`src/rtl/ps2_pkg.sv`:
```
// ps2_pkg: shared types and constants for the PS/2 transmit bank.
// Holds the frame FSM state enum, frame tick count and index width helper.
package ps2_pkg;

    typedef enum logic [2:0] {
        IDLE,
        BIT,
        PARITY,
        STOP,
        DONE
    } ps2_state_e;

    // start + 8 data + parity + stop + the DONE tick that pops the FIFO
    localparam int PS2_FRAME_TICKS = 12;

    function automatic int ch_idx_w(input int n);
        return (n > 1) ? $clog2(n) : 1;
    endfunction

endpackage

```
`src/rtl/ps2_tx_channel.sv`:
```
// ps2_tx_channel: one PS/2 device-side transmitter with its own byte FIFO.
// Ports: i_clk/i_rst clock and async reset; i_tick/i_phase from the shared
//   divider; i_wr/i_wr_data queue a byte; i_clr_ovf clears the sticky flag;
//   i_ps2_clk sensed line clock (host inhibit, only with PS2_INHIBIT_EN);
//   o_full/o_empty/o_overflow/o_busy status; o_ps2_clk/o_ps2_data line out.
// Optional feature macro: PS2_INHIBIT_EN.
module ps2_tx_channel
    import ps2_pkg::*;
#(
    parameter int FIFO_BITS = 3
) (
    input  logic       i_clk,
    input  logic       i_rst,
    input  logic       i_tick,
    input  logic       i_phase,
    input  logic       i_wr,
    input  logic [7:0] i_wr_data,
    input  logic       i_clr_ovf,
    input  logic       i_ps2_clk,
    output logic       o_full,
    output logic       o_empty,
    output logic       o_overflow,
    output logic       o_busy,
    output logic       o_ps2_clk,
    output logic       o_ps2_data
);

    localparam int DEPTH = 2 ** FIFO_BITS;
    localparam int PTR_W = FIFO_BITS + 1;

    logic [7:0]       r_mem [DEPTH];
    logic [PTR_W-1:0] r_wptr;
    logic [PTR_W-1:0] r_rptr;
    logic             r_ovf;

    ps2_state_e       r_state;
    logic [2:0]       r_idx;
    logic [7:0]       r_shift;
    logic             r_par;
    logic             r_data;

    ps2_state_e       w_state_nx;
    logic [2:0]       w_idx_nx;
    logic [7:0]       w_shift_nx;
    logic             w_par_nx;
    logic             w_data_nx;
    logic             w_pop;
    logic             w_empty;
    logic             w_full;
    logic             w_push;
    logic             w_drop;
    logic             w_abort;
    logic             w_line_ok;
    logic [7:0]       w_head;

    // extra MSB on each pointer tells a full FIFO from an empty one
    assign w_empty = (r_wptr == r_rptr);
    assign w_full  = (r_wptr[FIFO_BITS] != r_rptr[FIFO_BITS]) &&
                     (r_wptr[FIFO_BITS-1:0] == r_rptr[FIFO_BITS-1:0]);
    assign w_push  = i_wr && !w_full;
    assign w_drop  = i_wr && w_full;
    assign w_head  = r_mem[r_rptr[FIFO_BITS-1:0]];

`ifdef PS2_INHIBIT_EN
    logic [1:0] r_sync;

    always_ff @(posedge i_clk or posedge i_rst) begin
        if (i_rst) begin
            r_sync <= 2'b11;
        end else begin
            r_sync <= {r_sync[0], i_ps2_clk};
        end
    end

    // host holding the clock low while we drive it high means inhibit
    assign w_line_ok = r_sync[1];
    assign w_abort   = i_phase && !r_sync[1] &&
                       (r_state == BIT || r_state == PARITY ||
                        r_state == STOP);
`else
    logic w_unused_ps2_clk;

    assign w_unused_ps2_clk = i_ps2_clk;
    assign w_line_ok        = 1'b1;
    assign w_abort          = 1'b0;
`endif

    always_ff @(posedge i_clk) begin
        if (w_push) begin
            r_mem[r_wptr[FIFO_BITS-1:0]] <= i_wr_data;
        end
    end

    always_ff @(posedge i_clk or posedge i_rst) begin
        if (i_rst) begin
            r_wptr <= '0;
            r_rptr <= '0;
            r_ovf  <= 1'b0;
        end else begin
            if (w_push) begin
                r_wptr <= r_wptr + PTR_W'(1);
            end
            if (w_pop) begin
                r_rptr <= r_rptr + PTR_W'(1);
            end
            // a drop wins over a coincident clear
            if (w_drop) begin
                r_ovf <= 1'b1;
            end else if (i_clr_ovf) begin
                r_ovf <= 1'b0;
            end
        end
    end

    always_ff @(posedge i_clk or posedge i_rst) begin
        if (i_rst) begin
            r_state <= IDLE;
            r_idx   <= '0;
            r_shift <= '0;
            r_par   <= 1'b0;
            r_data  <= 1'b1;
        end else begin
            r_state <= w_state_nx;
            r_idx   <= w_idx_nx;
            r_shift <= w_shift_nx;
            r_par   <= w_par_nx;
            r_data  <= w_data_nx;
        end
    end

    always_comb begin
        w_state_nx = r_state;
        w_idx_nx   = r_idx;
        w_shift_nx = r_shift;
        w_par_nx   = r_par;
        w_data_nx  = r_data;
        w_pop      = 1'b0;
        if (w_abort) begin
            // byte stays at the FIFO head and is resent from scratch
            w_state_nx = IDLE;
            w_data_nx  = 1'b1;
        end else if (i_tick) begin
            unique case (r_state)
                IDLE: begin
                    if (!w_empty && w_line_ok) begin
                        w_shift_nx = w_head;
                        w_par_nx   = 1'b1;
                        w_data_nx  = 1'b0;
                        w_idx_nx   = '0;
                        w_state_nx = BIT;
                    end
                end
                BIT: begin
                    w_data_nx  = r_shift[0];
                    w_shift_nx = {1'b0, r_shift[7:1]};
                    w_par_nx   = r_par ^ r_shift[0];
                    if (r_idx == 3'd7) begin
                        w_state_nx = PARITY;
                    end else begin
                        w_idx_nx = r_idx + 3'd1;
                    end
                end
                PARITY: begin
                    w_data_nx  = r_par;
                    w_state_nx = STOP;
                end
                STOP: begin
                    w_data_nx  = 1'b1;
                    w_state_nx = DONE;
                end
                DONE: begin
                    w_pop      = 1'b1;
                    w_state_nx = IDLE;
                end
                default: begin
                    w_state_nx = IDLE;
                end
            endcase
        end
    end

    assign o_full     = w_full;
    assign o_empty    = w_empty;
    assign o_overflow = r_ovf;
    assign o_busy     = (r_state != IDLE);
    assign o_ps2_clk  = i_phase || (r_state == IDLE);
    assign o_ps2_data = r_data;

endmodule

```
`src/rtl/ps2_tx_bank.sv`:
```
// ps2_tx_bank: CHANNELS PS/2 transmitters sharing one bit-clock divider.
// Ports: clk_sys/reset clock and async reset; wr_strobe/wr_ch/wr_data queue
//   a byte; clr_overflow per-channel flag clear; fifo_full/fifo_empty/
//   overflow/busy status; ps2_clk_out/ps2_data_out lines to the core;
//   ps2_clk_in sensed line clock. Optional feature macro: PS2_INHIBIT_EN.
module ps2_tx_bank
    import ps2_pkg::*;
#(
    parameter int CHANNELS  = 2,
    parameter int FIFO_BITS = 3,
    parameter int PS2DIV    = 1100
) (
    input  logic                            clk_sys,
    input  logic                            reset,
    input  logic                            wr_strobe,
    input  logic [ch_idx_w(CHANNELS)-1:0]   wr_ch,
    input  logic [7:0]                      wr_data,
    input  logic [CHANNELS-1:0]             clr_overflow,
    output logic [CHANNELS-1:0]             fifo_full,
    output logic [CHANNELS-1:0]             fifo_empty,
    output logic [CHANNELS-1:0]             overflow,
    output logic [CHANNELS-1:0]             busy,
    output logic [CHANNELS-1:0]             ps2_clk_out,
    output logic [CHANNELS-1:0]             ps2_data_out,
    input  logic [CHANNELS-1:0]             ps2_clk_in
);

    localparam int DIV_W = (PS2DIV > 0) ? $clog2(PS2DIV + 1) : 1;

    logic [DIV_W-1:0]    r_div;
    logic                r_phase;
    logic                r_phase_d;
    logic                w_tick;
    logic [CHANNELS-1:0] w_wr;

    always_ff @(posedge clk_sys or posedge reset) begin
        if (reset) begin
            r_div     <= '0;
            r_phase   <= 1'b0;
            r_phase_d <= 1'b0;
        end else begin
            r_phase_d <= r_phase;
            if (r_div == DIV_W'(PS2DIV)) begin
                r_div   <= '0;
                r_phase <= !r_phase;
            end else begin
                r_div <= r_div + DIV_W'(1);
            end
        end
    end

    // fires the cycle after the phase rises, so data moves during clk high
    assign w_tick = r_phase && !r_phase_d;

    for (genvar g = 0; g < CHANNELS; g++) begin : g_ch
        // out-of-range channel numbers never match and are dropped silently
        assign w_wr[g] = wr_strobe && (int'(wr_ch) == g);

        ps2_tx_channel #(
            .FIFO_BITS (FIFO_BITS)
        ) u_ch (
            .i_clk      (clk_sys),
            .i_rst      (reset),
            .i_tick     (w_tick),
            .i_phase    (r_phase),
            .i_wr       (w_wr[g]),
            .i_wr_data  (wr_data),
            .i_clr_ovf  (clr_overflow[g]),
            .i_ps2_clk  (ps2_clk_in[g]),
            .o_full     (fifo_full[g]),
            .o_empty    (fifo_empty[g]),
            .o_overflow (overflow[g]),
            .o_busy     (busy[g]),
            .o_ps2_clk  (ps2_clk_out[g]),
            .o_ps2_data (ps2_data_out[g])
        );
    end

endmodule

```
`config.mk`:
```
export PLATFORM = sky130hd
export DESIGN_NAME = ps2_tx_bank
export DESIGN_NICKNAME = d
export VERILOG_FILES = /design/src/rtl/ps2_pkg.sv /design/src/rtl/ps2_tx_channel.sv /design/src/rtl/ps2_tx_bank.sv
export SDC_FILE = /design/constraint.sdc
export NUM_CORES = 1
export LEC_CHECK = 0
export BUFFER_PORTS_ARGS = -buffer_cell sky130_fd_sc_hd__buf_2
export CELL_PAD_IN_SITES_DETAIL_PLACEMENT = 1
export CELL_PAD_IN_SITES_GLOBAL_PLACEMENT = 1
export CORE_UTILIZATION = 56
export DETAILED_ROUTE_END_ITERATION = 16
export HOLD_SLACK_MARGIN = 0.15
export PLACE_DENSITY = 0.86
export SLEW_MARGIN = 20
export SYNTH_ARGS = -nofsm -noshare
export SYNTH_HDL_FRONTEND = slang
export SYNTH_SLANG_ARGS = --single-unit
```
`constraint.sdc`:
```
create_clock -name clk_sys -period 4.9 [get_ports clk_sys]
set_input_delay 0.245 -clock clk_sys [delete_from_list [all_inputs] [get_ports clk_sys]]
set_output_delay 0.245 -clock clk_sys [all_outputs]
set_load 0.01 [all_outputs]
```
==> results_dict.tcl, run 1 <==
set metrics [dict create \
    status "finished, final reports clean" \
    cell_count_after_synthesis 541 \
    initial_core_util_pct 58.3 \
    maxClockFrequency_ghz 0.332 \
    worst_slew_pin_tran_ps 1070 \
    detail_route.drc_violations 0 \
    maxSlewViolCount 0 \
    boundaryPins 28 \
    rsz0062_at_grt "no" \
    cts_resized 0 \
    synth.top_cells.by_area "sky130_fd_sc_hd__edfxtp_1, sky130_fd_sc_hd__dfrtp_1, sky130_fd_sc_hd__mux2i_1" \
    async_flop_share_pct 33.0 \
    htree_levels 4 \
    clk-insertion-delay-late_ps 450 \
    synth_edf_count 128 \
    synth_commonest_cells "sky130_fd_sc_hd__edfxtp_1, sky130_fd_sc_hd__dfrtp_1, sky130_fd_sc_hd__mux2i_1" \
    ys_ff_latch 191 \
    post_cts.repair.setup_buffers 0 \
    netlist-cell-type-count 49 \
    min_period_over_period_pct 61.5 \
    setup_viol 0 \
    highest_layer "met4" \
    category_of_the_worst_setup_path_launch_point "register" \
    antenna_cells_inserted 0 \
    setup.worst_path.class "register to register" \
    synthMostInstantiatedCell "sky130_fd_sc_hd__edfxtp_1" \
    routed-wl-met2_um 9360 \
    grt_pass1_wl_um 30200 \
    report.final.hold_viol_count 0 \
    fin_worst_skew_ps 15.0 \
    first_global_vias 5144 \
    synth_largest_type_area_fraction_pct 46.8 \
    grt_antenna_before_repair 0 \
    area_growth_pct 9.09 \
    detail_route.wirelength.met1_um 8370 \
    ff2ff_setup_slack_ps 1890 \
    yosys_warnings 0 \
    slew_headroom_pct 28.4 \
    drt.antenna.violating_nets 0 \
    synth.cell_area_sq_mm 0.00821 \
    nets 578 \
    ctsLongestPathBuffers 2 \
    critical_path.max_fanout 20 \
    yosys_most_used_dff "sky130_fd_sc_hd__edfxtp_1" \
    min_period_ps 3010 \
    synth_fp_nets 567 \
    hold_path.startpoint "wr_data[3]" \
    critical_path.reg2reg.startpoint "g_ch[0].u_ch.r_rptr[1]" \
    cpPeakStageDelay_ps 950 \
    dp_hpwl_um 11700 \
    end_kind "register" \
    holdBufCountCts 4 \
    critical_path_buf_inv_count 0 \
    drtPass1Iterations 4 \
    coreArea_sq_mm 0.0141 \
    drt_iter0_markers 430 \
    critical-path-slowest-cell "sky130_fd_sc_hd__dfrtp_1" \
    power.leakage_nw 3.28 \
    via_count 4673 \
    critical_path_required_ps 4980 \
    report.power.total_w 0.00362 \
    synth.avg_cell_area_sq_um 15.2 \
    gr-total-overflow 0 \
    met3WireLength_um 901 \
    synth_sequential_area_ratio_pct 66.0 \
    drt-vias-per-instance 6.27 \
    port_buffers 25 \
    layout-drive-gt1-share_pct 18.2 \
    max-vdd-ir-drop_v 0.000274 \
    cts_buf_count 17 \
    wire_per_inst_um 25.8 \
    std_cell_rows 43 \
    power.density_cell_area_mw_per_mm2 404 \
    cts-root-buf "sky130_fd_sc_hd__clkbuf_16" \
    die_area_sq_mm 0.0152 \
    worstPathArrival_ps 3090 \
    critical-path-top-delay-family "flip-flops" \
    grt_max_degree 59 \
    globalplace.congestion 0.798 \
    path_clk_slew_ps 70 \
    cap_viol_max_count 0 \
    hold_path_class "input port to register" \
    fin_setup_tns_ps 0 \
    die_width_um 123 \
    cts.sink_count 191 \
    die_height_um 123 \
    gr-usage-all-layers_pct 28.3 \
    path_cells "xnor2_1 > a41oi_2 > nand2b_1 > nor2_1" \
    cts_tree "built" \
    route.final.wire_length_um 19300 \
    post_synthesis_cell_type_with_the_largest_combined_area "sky130_fd_sc_hd__edfxtp_1" \
    crit_start "g_ch[0].u_ch.r_rptr[1]" \
]
==> final timing paths <==
check	to	cells past startpoint
setup / recovery	g_ch[0].u_ch.r_mem[1][1]	4
hold / removal	g_ch[0].u_ch.r_mem[4][3]	1
setup reg to reg	g_ch[0].u_ch.r_mem[1][1]	4
hold reg to reg	g_ch[1].u_ch.r_wptr[3]	1
max in group asynchronous	g_ch[1].u_ch.r_rptr[0]	4
min in group asynchronous	g_ch[1].u_ch.r_wptr[0]	3
==> logic make-up (layout without fill, tap and decap cells) <==
logic type / count (synthesis) / after routing / synth area share [%]
and+or+nand+nor: 119 / 119 / 7.91
AOI/OAI and AO/OA: 64 / 64 / 5.99
adders and majority gates: 10 / 10 / 1.52
buffers and inverters: 54 / 78 / 3.50
xor gates and xnor gates: 32 / 32 / 3.59
DFF: 191 / 191 / 66.0
muxes: 71 / 71 / 11.5
==> flip-flops by register name, summed over array words and instances (netlist names) <==
name	flops
g_ch.u_ch.r_wptr	8
g_ch.u_ch.r_par	2
r_phase	1
g_ch.u_ch.r_state	6
g_ch.u_ch.o_ps2_data	2
g_ch.u_ch.o_overflow	2
r_phase_d	1
g_ch.u_ch.r_mem	128
r_div	11
g_ch.u_ch.r_shift	16
g_ch.u_ch.r_rptr	8
g_ch.u_ch.r_idx	6
==> cell type report <==
cell class                      count  area, sq um
Sequential cell                   191         5420
Fill cell                        1266         5130
Multi-Input combinational cell    296         2520
Clock buffer                       17          425
Tap cell                          180          225
Timing Repair Buffer               32          188
Clock inverter                     15          123
Inverter                           14         52.6
==> per-stage QoR <==
step           utilization (%)  hold WS [ps]  area (sq um)  std cells  setup slack, ps
3_3_place_gp              59.3           133          8350        709             1900
6_report                  63.6           197          8960        745             1890
2_1_floorplan                -           344          8210        541             2750
4_1_cts                   63.5           184          8950        745             1570
5_1_grt                   63.6           206          8960        745             1770
3_5_place_dp              59.3           138          8360        709             1730
==> power by group <==
group          internal, W  switching (W)
registers          0.00185       0.000115
logic             0.000125       0.000211
clock network     0.000664       0.000658
total              0.00264       0.000983
==> per-layer routing <==
metal	up-vias	track usage, %
li1	2052	-
met1	2444	37.1
met2	136	44.8
met3	41	7.01
met4	0	13.3
met5	-	0
==> cells in the final DEF, fill, tap and decap left out, types with 3 or more instances in the layout <==
| cell | synthesis | layout |
|---|---|---|
| sky130_fd_sc_hd__mux2i_1 | 39 | 39 |
| sky130_fd_sc_hd__mux2_2 | 7 | 7 |
| sky130_fd_sc_hd__a21o_1 | 3 | 3 |
| sky130_fd_sc_hd__inv_6 | 0 | 5 |
| sky130_fd_sc_hd__inv_8 | 0 | 3 |
| sky130_fd_sc_hd__nor2b_1 | 5 | 5 |
| sky130_fd_sc_hd__nor4b_2 | 4 | 4 |
| sky130_fd_sc_hd__nand4_1 | 5 | 5 |
| sky130_fd_sc_hd__edfxtp_1 | 128 | 128 |
| sky130_fd_sc_hd__nor3_1 | 18 | 14 |
| sky130_fd_sc_hd__nor2_1 | 26 | 26 |
| sky130_fd_sc_hd__o21ai_1 | 7 | 7 |
| sky130_fd_sc_hd__mux2_1 | 8 | 8 |
| sky130_fd_sc_hd__ha_1 | 10 | 10 |
| sky130_fd_sc_hd__inv_1 | 13 | 12 |
| sky130_fd_sc_hd__clkbuf_16 | 0 | 17 |
| sky130_fd_sc_hd__nand2_1 | 25 | 25 |
| sky130_fd_sc_hd__clkinvlp_4 | 0 | 3 |
| sky130_fd_sc_hd__nand2b_1 | 9 | 9 |
| sky130_fd_sc_hd__xor2_1 | 13 | 13 |
| sky130_fd_sc_hd__dlygate4sd3_1 | 0 | 4 |
| sky130_fd_sc_hd__a22o_1 | 5 | 5 |
| sky130_fd_sc_hd__a21oi_1 | 10 | 10 |
| sky130_fd_sc_hd__nand3_1 | 13 | 13 |
| sky130_fd_sc_hd__mux4_2 | 17 | 17 |
| sky130_fd_sc_hd__a221o_1 | 8 | 8 |
| sky130_fd_sc_hd__and3_1 | 4 | 4 |
| sky130_fd_sc_hd__xnor2_1 | 17 | 17 |
| sky130_fd_sc_hd__buf_4 | 13 | 3 |
| sky130_fd_sc_hd__nor3_2 | 0 | 4 |
| sky130_fd_sc_hd__o21ai_0 | 6 | 6 |
| sky130_fd_sc_hd__a22oi_1 | 9 | 9 |
| sky130_fd_sc_hd__dfrtp_1 | 61 | 60 |
| sky130_fd_sc_hd__buf_2 | 16 | 25 |
| sky130_fd_sc_hd__a32o_1 | 10 | 10 |
No activity file was read; power rests on OpenSTA's default activity.
==> inputs of run 2 (changes only) <==
- CORE_UTILIZATION: 56 -> 47
- PLACE_DENSITY: 0.86 -> 0.77
- clock period: 4.9 -> 2.6 ns (I/O delays scaled with it)
==> results_dict.tcl, run 2 (synthesized netlist as in run 1, its figures left out) <==
set metrics [dict create \
    share_comb_of_total_power_pct 9.6 \
    end_kind "primary output" \
    first_global_vias 4936 \
    port_buffers 25 \
    category_of_the_worst_setup_path_launch_point "register" \
    area_growth_pct 12.8 \
    hold_path_class "input port to async pin" \
    cts_buf_count 17 \
    most_frequent_standard_cell_in_the_layout_excluding_fill_and_tap_cells "sky130_fd_sc_hd__edfxtp_1" \
    htree_levels 4 \
    grt_max_degree 36 \
    min_period_ps 2100 \
    die_height_um 134 \
    cpPeakStageDelay_ps 500 \
    ff2ff_setup_slack_ps 520 \
    critical_path_required_ps 2470 \
    timing.critical_path.to "fifo_empty[0]" \
    critical_path.reg2reg.startpoint "g_ch[1].u_ch.r_rptr[2]" \
    path_clk_slew_ps 70 \
    report.final.hold_viol_count 0 \
    clk-insertion-delay-late_ps 430 \
    preCtsSetupSlack_ps 571 \
    max-vdd-ir-drop_v 0.000451 \
    boundaryPins 28 \
    die_width_um 134 \
    power.density_cell_area_mw_per_mm2 732 \
    cts_tree "built" \
    gr-usage-all-layers_pct 19.6 \
    gr-total-overflow 0 \
    crit_start "g_ch[0].u_ch.r_wptr[1]" \
    coreArea_sq_mm 0.0168 \
    regToRegEndpoint "g_ch[1].u_ch.r_shift[4]" \
    nets 608 \
    route.final.wire_length_um 16400 \
    power.share.sequential_pct 54.0 \
    final_cell_area_sq_mm 0.00927 \
    worst_slew_pin_tran_ps 694 \
    std_cell_rows 47 \
    placed_cell_area_sq_mm 0.00857 \
    largest_register_ffs 128 \
    layout-drive-gt1-share_pct 20.2 \
    min_period_over_period_pct 80.7 \
    setup_viol 0 \
    critical-path-top-delay-family "flip-flops" \
    detail_route.drc_violations 0 \
    maxClockFrequency_ghz 0.477 \
    cts-root-buf "sky130_fd_sc_hd__clkbuf_16" \
    maxSlewViolCount 0 \
    fin_worst_skew_ps 8.32 \
    cts.sink_count 191 \
    path_cells "xnor2_1 > nand4b_1 > inv_2 > buf_2" \
    grt_pass1_wl_um 26400 \
    crit_cells 4 \
    rsz0062_at_grt "no" \
    dp_hpwl_um 11300 \
    critical_path.max_fanout 9 \
    worstPathArrival_ps 1970 \
    fin_setup_tns_ps 0 \
    wire_per_inst_um 20.1 \
    power.share.switching_pct 25.0 \
    power.leakage_nw 3.43 \
    antenna_cells_inserted 0 \
    grt_antenna_before_repair 0 \
    net-switching-power_w 0.00169 \
    die_area_sq_mm 0.0180 \
    critical_path_buf_inv_count 2 \
    drt_iter0_markers 291 \
    filler_cell_count 1616 \
    internal_power_consumption_w 0.00509 \
    slew_headroom_pct 53.7 \
    drt-vias-per-instance 5.58 \
    cap_viol_max_count 0 \
    drtPass1Iterations 4 \
    setup_ws_ps 502 \
    ctsLongestPathBuffers 2 \
    via_count 4545 \
    initial_core_util_pct 48.8 \
    mostFrequentLayoutCells "sky130_fd_sc_hd__edfxtp_1, sky130_fd_sc_hd__dfrtp_1, sky130_fd_sc_hd__mux2i_1" \
    critical-path-slowest-cell "sky130_fd_sc_hd__dfrtp_1" \
    clockPowerShare_pct 36.4 \
    number_of_cells_on_the_worst_reg_to_reg_path 4 \
    globalplace.congestion 0.758 \
    drt.antenna.violating_nets 0 \
    status "finished, final reports clean" \
    setup.worst_path.class "register to primary output" \
]
-- run 2: cell count changes in the layout (fill, tap and decap cells not counted), sizes merged --
cell / delta
buf: +21
clkbuf: +1
clkinvlp: -1
inv: -4
bufinv: +1
clkinv: +3
dlygate4sd3: +9
-- run 2: layout make-up --
cell class | count | area (sq um) | share of cell area [%]
Clock buffer | 18 | 429 | 4.63
Clock inverter | 14 | 134 | 1.44
Inverter | 14 | 52.6 | 0.567
Multi-Input combinational cell | 296 | 2500 | 27.0
Sequential cell | 191 | 5420 | 58.5
Tap cell | 220 | 275 | 2.97
Timing Repair Buffer | 62 | 448 | 4.83
-- run 2: metal layers --
metal | share of wire, % | vias to the layer above | track usage (%)
met5 | 0 | - | 0
met3 | 3.8 | 21 | 3.67
li1 | - | 2115 | -
met2 | 50 | 89 | 33.1
met4 | 1.8 | 0 | 7.74
met1 | 44 | 2320 | 25.2
-- run 2: how the worst min path moves through the flow --
stage	start	endpoint	slack, ps	cells after the start
2_1_floorplan	wr_data[0]	g_ch[0].u_ch.r_mem[0][0]	230	0
3_3_place_gp	reset	g_ch[0].u_ch.r_state[2]	260	2
3_5_place_dp	reset	g_ch[0].u_ch.r_state[2]	280	2
4_1_cts	reset	g_ch[0].u_ch.r_state[2]	370	3
5_1_grt	reset	g_ch[0].u_ch.r_state[2]	440	3
6_report	reset	g_ch[0].u_ch.r_state[2]	360	3
-- run 2: power groups by stage --
stage | sequential, W | combinational [W] | clock [W]
after floorplan | 0.00361 | 0.000533 | 0
after global placement | 0.00370 | 0.000603 | 0
after detailed placement | 0.00373 | 0.000647 | 0
after CTS | 0.00366 | 0.000665 | 0.00251
after global routing | 0.00368 | 0.000725 | 0.00262
final | 0.00366 | 0.000653 | 0.00247
-- run 2: worst reg2reg max path, stage by stage (launching register included) --
cell and delay, ps:
sky130_fd_sc_hd__dfrtp_1 540, sky130_fd_sc_hd__nor2b_1 600, sky130_fd_sc_hd__a21oi_1 170, sky130_fd_sc_hd__a32o_1 330
sky130_fd_sc_hd__mux2_1 310
-- run 2: through the flow --
step	instances	total power (W)	utilization [%]	hold WS, ps
global route	815	0.00703	55.1	437
detailed placement	770	0.00437	51.0	284
finish	815	0.00678	55.1	358
floorplan	541	0.00414	-	229
global placement	770	0.00430	51.0	256
CTS	815	0.00684	55.1	372
-- run 2: timing repair --
action,CTS,global route
hold endpoints to repair,161,0
setup buffers,0,0
gates resized for setup,0,0
endpoints found under the setup margin,0,0
hold buffers,13,0
==> inputs of run 3 (changes only) <==
- ABC_AREA: default -> 1
- CORE_UTILIZATION: 47 -> 44
- clock period: 2.6 -> 1.75 ns (I/O delays scaled with it)
==> results_dict.tcl, run 3 <==
set metrics [dict create \
    synth.cell_area_sq_mm 0.00859 \
    synth_largest_type_area_fraction_pct 44.7 \
    htree_levels 4 \
    clk-insertion-delay-late_ps 450 \
    die_area_sq_mm 0.0201 \
    cts_buf_count 17 \
    maxSlewViolCount 0 \
    synth_sequential_area_ratio_pct 63.1 \
    most_frequent_standard_cell_in_the_layout_excluding_fill_and_tap_cells "sky130_fd_sc_hd__nand2_1" \
    setup_viol 0 \
    final_hold_slack_ps 260 \
    cell_count_after_synthesis 874 \
    post_synthesis_cell_type_with_the_largest_combined_area "sky130_fd_sc_hd__edfxtp_1" \
    mostFrequentLayoutCells "sky130_fd_sc_hd__nand2_1, sky130_fd_sc_hd__edfxtp_1, sky130_fd_sc_hd__nand3_1" \
    area_growth_pct 17.1 \
    min_period_over_period_pct 97.6 \
    hold_path_class "input port to async pin" \
    critical_path.max_fanout 4 \
    die_width_um 142 \
    setup_ws_ps 42.6 \
    report.final.hold_viol_count 0 \
    fin_worst_skew_ps 14.0 \
    drt_iter0_markers 363 \
    synth.top_cells.by_area "sky130_fd_sc_hd__edfxtp_1, sky130_fd_sc_hd__dfrtp_1, sky130_fd_sc_hd__nand2_1" \
    drt.antenna.violating_nets 0 \
    wire_per_inst_um 17.7 \
    via_count 6336 \
    end_kind "primary output" \
    ys_ff_latch 191 \
    crit_start "g_ch[1].u_ch.r_rptr[0]" \
    boundaryPins 28 \
    slew_headroom_pct 68.0 \
    cts-root-buf "sky130_fd_sc_hd__clkbuf_16" \
    grt_max_degree 64 \
    maxClockFrequency_ghz 0.586 \
    async_flop_share_pct 33.0 \
    drtPass1Iterations 4 \
    yosys_most_used_dff "sky130_fd_sc_hd__edfxtp_1" \
    setup.worst_path.class "register to primary output" \
    std_cell_rows 50 \
    nets 982 \
    min_period_ps 1710 \
    cts.sink_count 191 \
    synth_edf_count 128 \
    dp_hpwl_um 14300 \
    ctsLongestPathBuffers 2 \
    grt_antenna_before_repair 0 \
    initial_core_util_pct 45.5 \
    drt-vias-per-instance 5.16 \
    route.final.wire_length_um 21700 \
    worst_slew_pin_tran_ps 480 \
    antenna_cells_inserted 0 \
    max-vdd-ir-drop_v 0.000660 \
    grt_pass1_wl_um 35400 \
    first_global_vias 6776 \
    yosys_warnings 0 \
    cts_tree "built" \
    status "finished, final reports clean" \
    category_of_the_worst_setup_path_launch_point "register" \
    power.leakage_nw 4.37 \
    synthMostInstantiatedCell "sky130_fd_sc_hd__nand2_1" \
    cap_viol_max_count 0 \
    preCtsSetupSlack_ps -35.5 \
    gr-total-overflow 0 \
    coreArea_sq_mm 0.0189 \
    globalplace.congestion 0.801 \
    die_height_um 142 \
    critical_path.reg2reg.startpoint "g_ch[1].u_ch.r_wptr[2]" \
    gr-usage-all-layers_pct 23.5 \
    layout-drive-gt1-share_pct 18.6 \
    detail_route.drc_violations 0 \
    path_clk_slew_ps 70 \
    synth_commonest_cells "sky130_fd_sc_hd__nand2_1, sky130_fd_sc_hd__edfxtp_1, sky130_fd_sc_hd__nand3_1" \
    critical_path_required_ps 1660 \
    worstPathArrival_ps 1620 \
    port_buffers 25 \
    synth_fp_nets 900 \
    number_of_cells_on_the_worst_reg_to_reg_path 6 \
    power.density_cell_area_mw_per_mm2 1050 \
    synth.avg_cell_area_sq_um 9.83 \
    largest_register_ffs 128 \
    rsz0062_at_grt "yes" \
    netlist-cell-type-count 39 \
]
==> run 3: critical path: stages, from the launching register on <==
cell and delay (ps):
sky130_fd_sc_hd__dfrtp_2 430, sky130_fd_sc_hd__inv_4 40, sky130_fd_sc_hd__nand2_1 70, sky130_fd_sc_hd__nand2_2 70
sky130_fd_sc_hd__nor2_4 140, sky130_fd_sc_hd__buf_6 130, sky130_fd_sc_hd__nand3_2 60, sky130_fd_sc_hd__nor2_2 100
sky130_fd_sc_hd__buf_2 140
==> run 3: metrics by stage <==
stage / TNS [ps] / power (W) / instance area, sq um / utilization (%) / instances
2_1_floorplan: -6100 / 0.00629 / 8630 / - / 874
3_3_place_gp: 0 / 0.00687 / 9300 / 49.2 / 1180
3_5_place_dp: -534 / 0.00693 / 9300 / 49.2 / 1180
4_1_cts: 0 / 0.0105 / 9990 / 52.9 / 1227
5_1_grt: -519 / 0.0110 / 10100 / 53.3 / 1228
6_report: 0 / 0.0106 / 10100 / 53.3 / 1228
==> run 3: kinds of logic after synthesis <==
kind of cell               synth area share [%]
AOI/OAI and AO/OA                          2.42
and+or+nand+nor                            25.8
DFF                                        63.1
adders and majority gates                  1.46
buffers and inverters                      5.82
xor gates and xnor gates                   1.43
==> run 3: layout make-up <==
type / count / area, sq um
Tap cell: 260 / 325
Multi-Input combinational cell: 578 / 2760
Fill cell: 2131 / 8830
Timing Repair Buffer: 104 / 783
Clock inverter: 12 / 88.8
Sequential cell: 191 / 5430
Inverter: 64 / 245
Clock buffer: 19 / 433
==> run 3: routing by layer <==
metal / wire, um / GRT usage, % / share of wire (%) / up-vias
met5: 0 / 0 / 0 / -
met3: 635 / 4.56 / 2.9 / 24
met4: 364 / 8.32 / 1.7 / 0
met1: 9270 / 28.6 / 43 / 3207
met2: 11400 / 41.6 / 53 / 73
li1: - / - / - / 3032
==> run 3: path summary, 6_finish.rpt <==
path,to,slack (ps)
worst max register to register,g_ch[1].u_ch.r_mem[3][2],80
max in group asynchronous,g_ch[0].u_ch.o_ps2_data,1150
worst max-delay path,fifo_empty[1],40
min in group clk_sys,g_ch[0].u_ch.o_overflow,390
worst min-delay path,r_div[9],260
worst min register to register,r_phase_d,430
==> run 3: where the power goes <==
group / internal [W] / switching (W) / total (W)
Sequential: 0.00512 / 0.000124 / 0.00524
Clock: 0.00182 / 0.00175 / 0.00357
Combinational: 0.000681 / 0.00106 / 0.00174
Total: 0.00762 / 0.00294 / 0.0106
==> run 3: timing repair <==
item                                   CTS  global route
resized for setup                        6            21
cloned                                   0             0
endpoints found under the hold margin  197             0
buffers inserted                         2             2
setup endpoints to repair               43            54
hold buffers                            15             0
pin swaps                                2             4
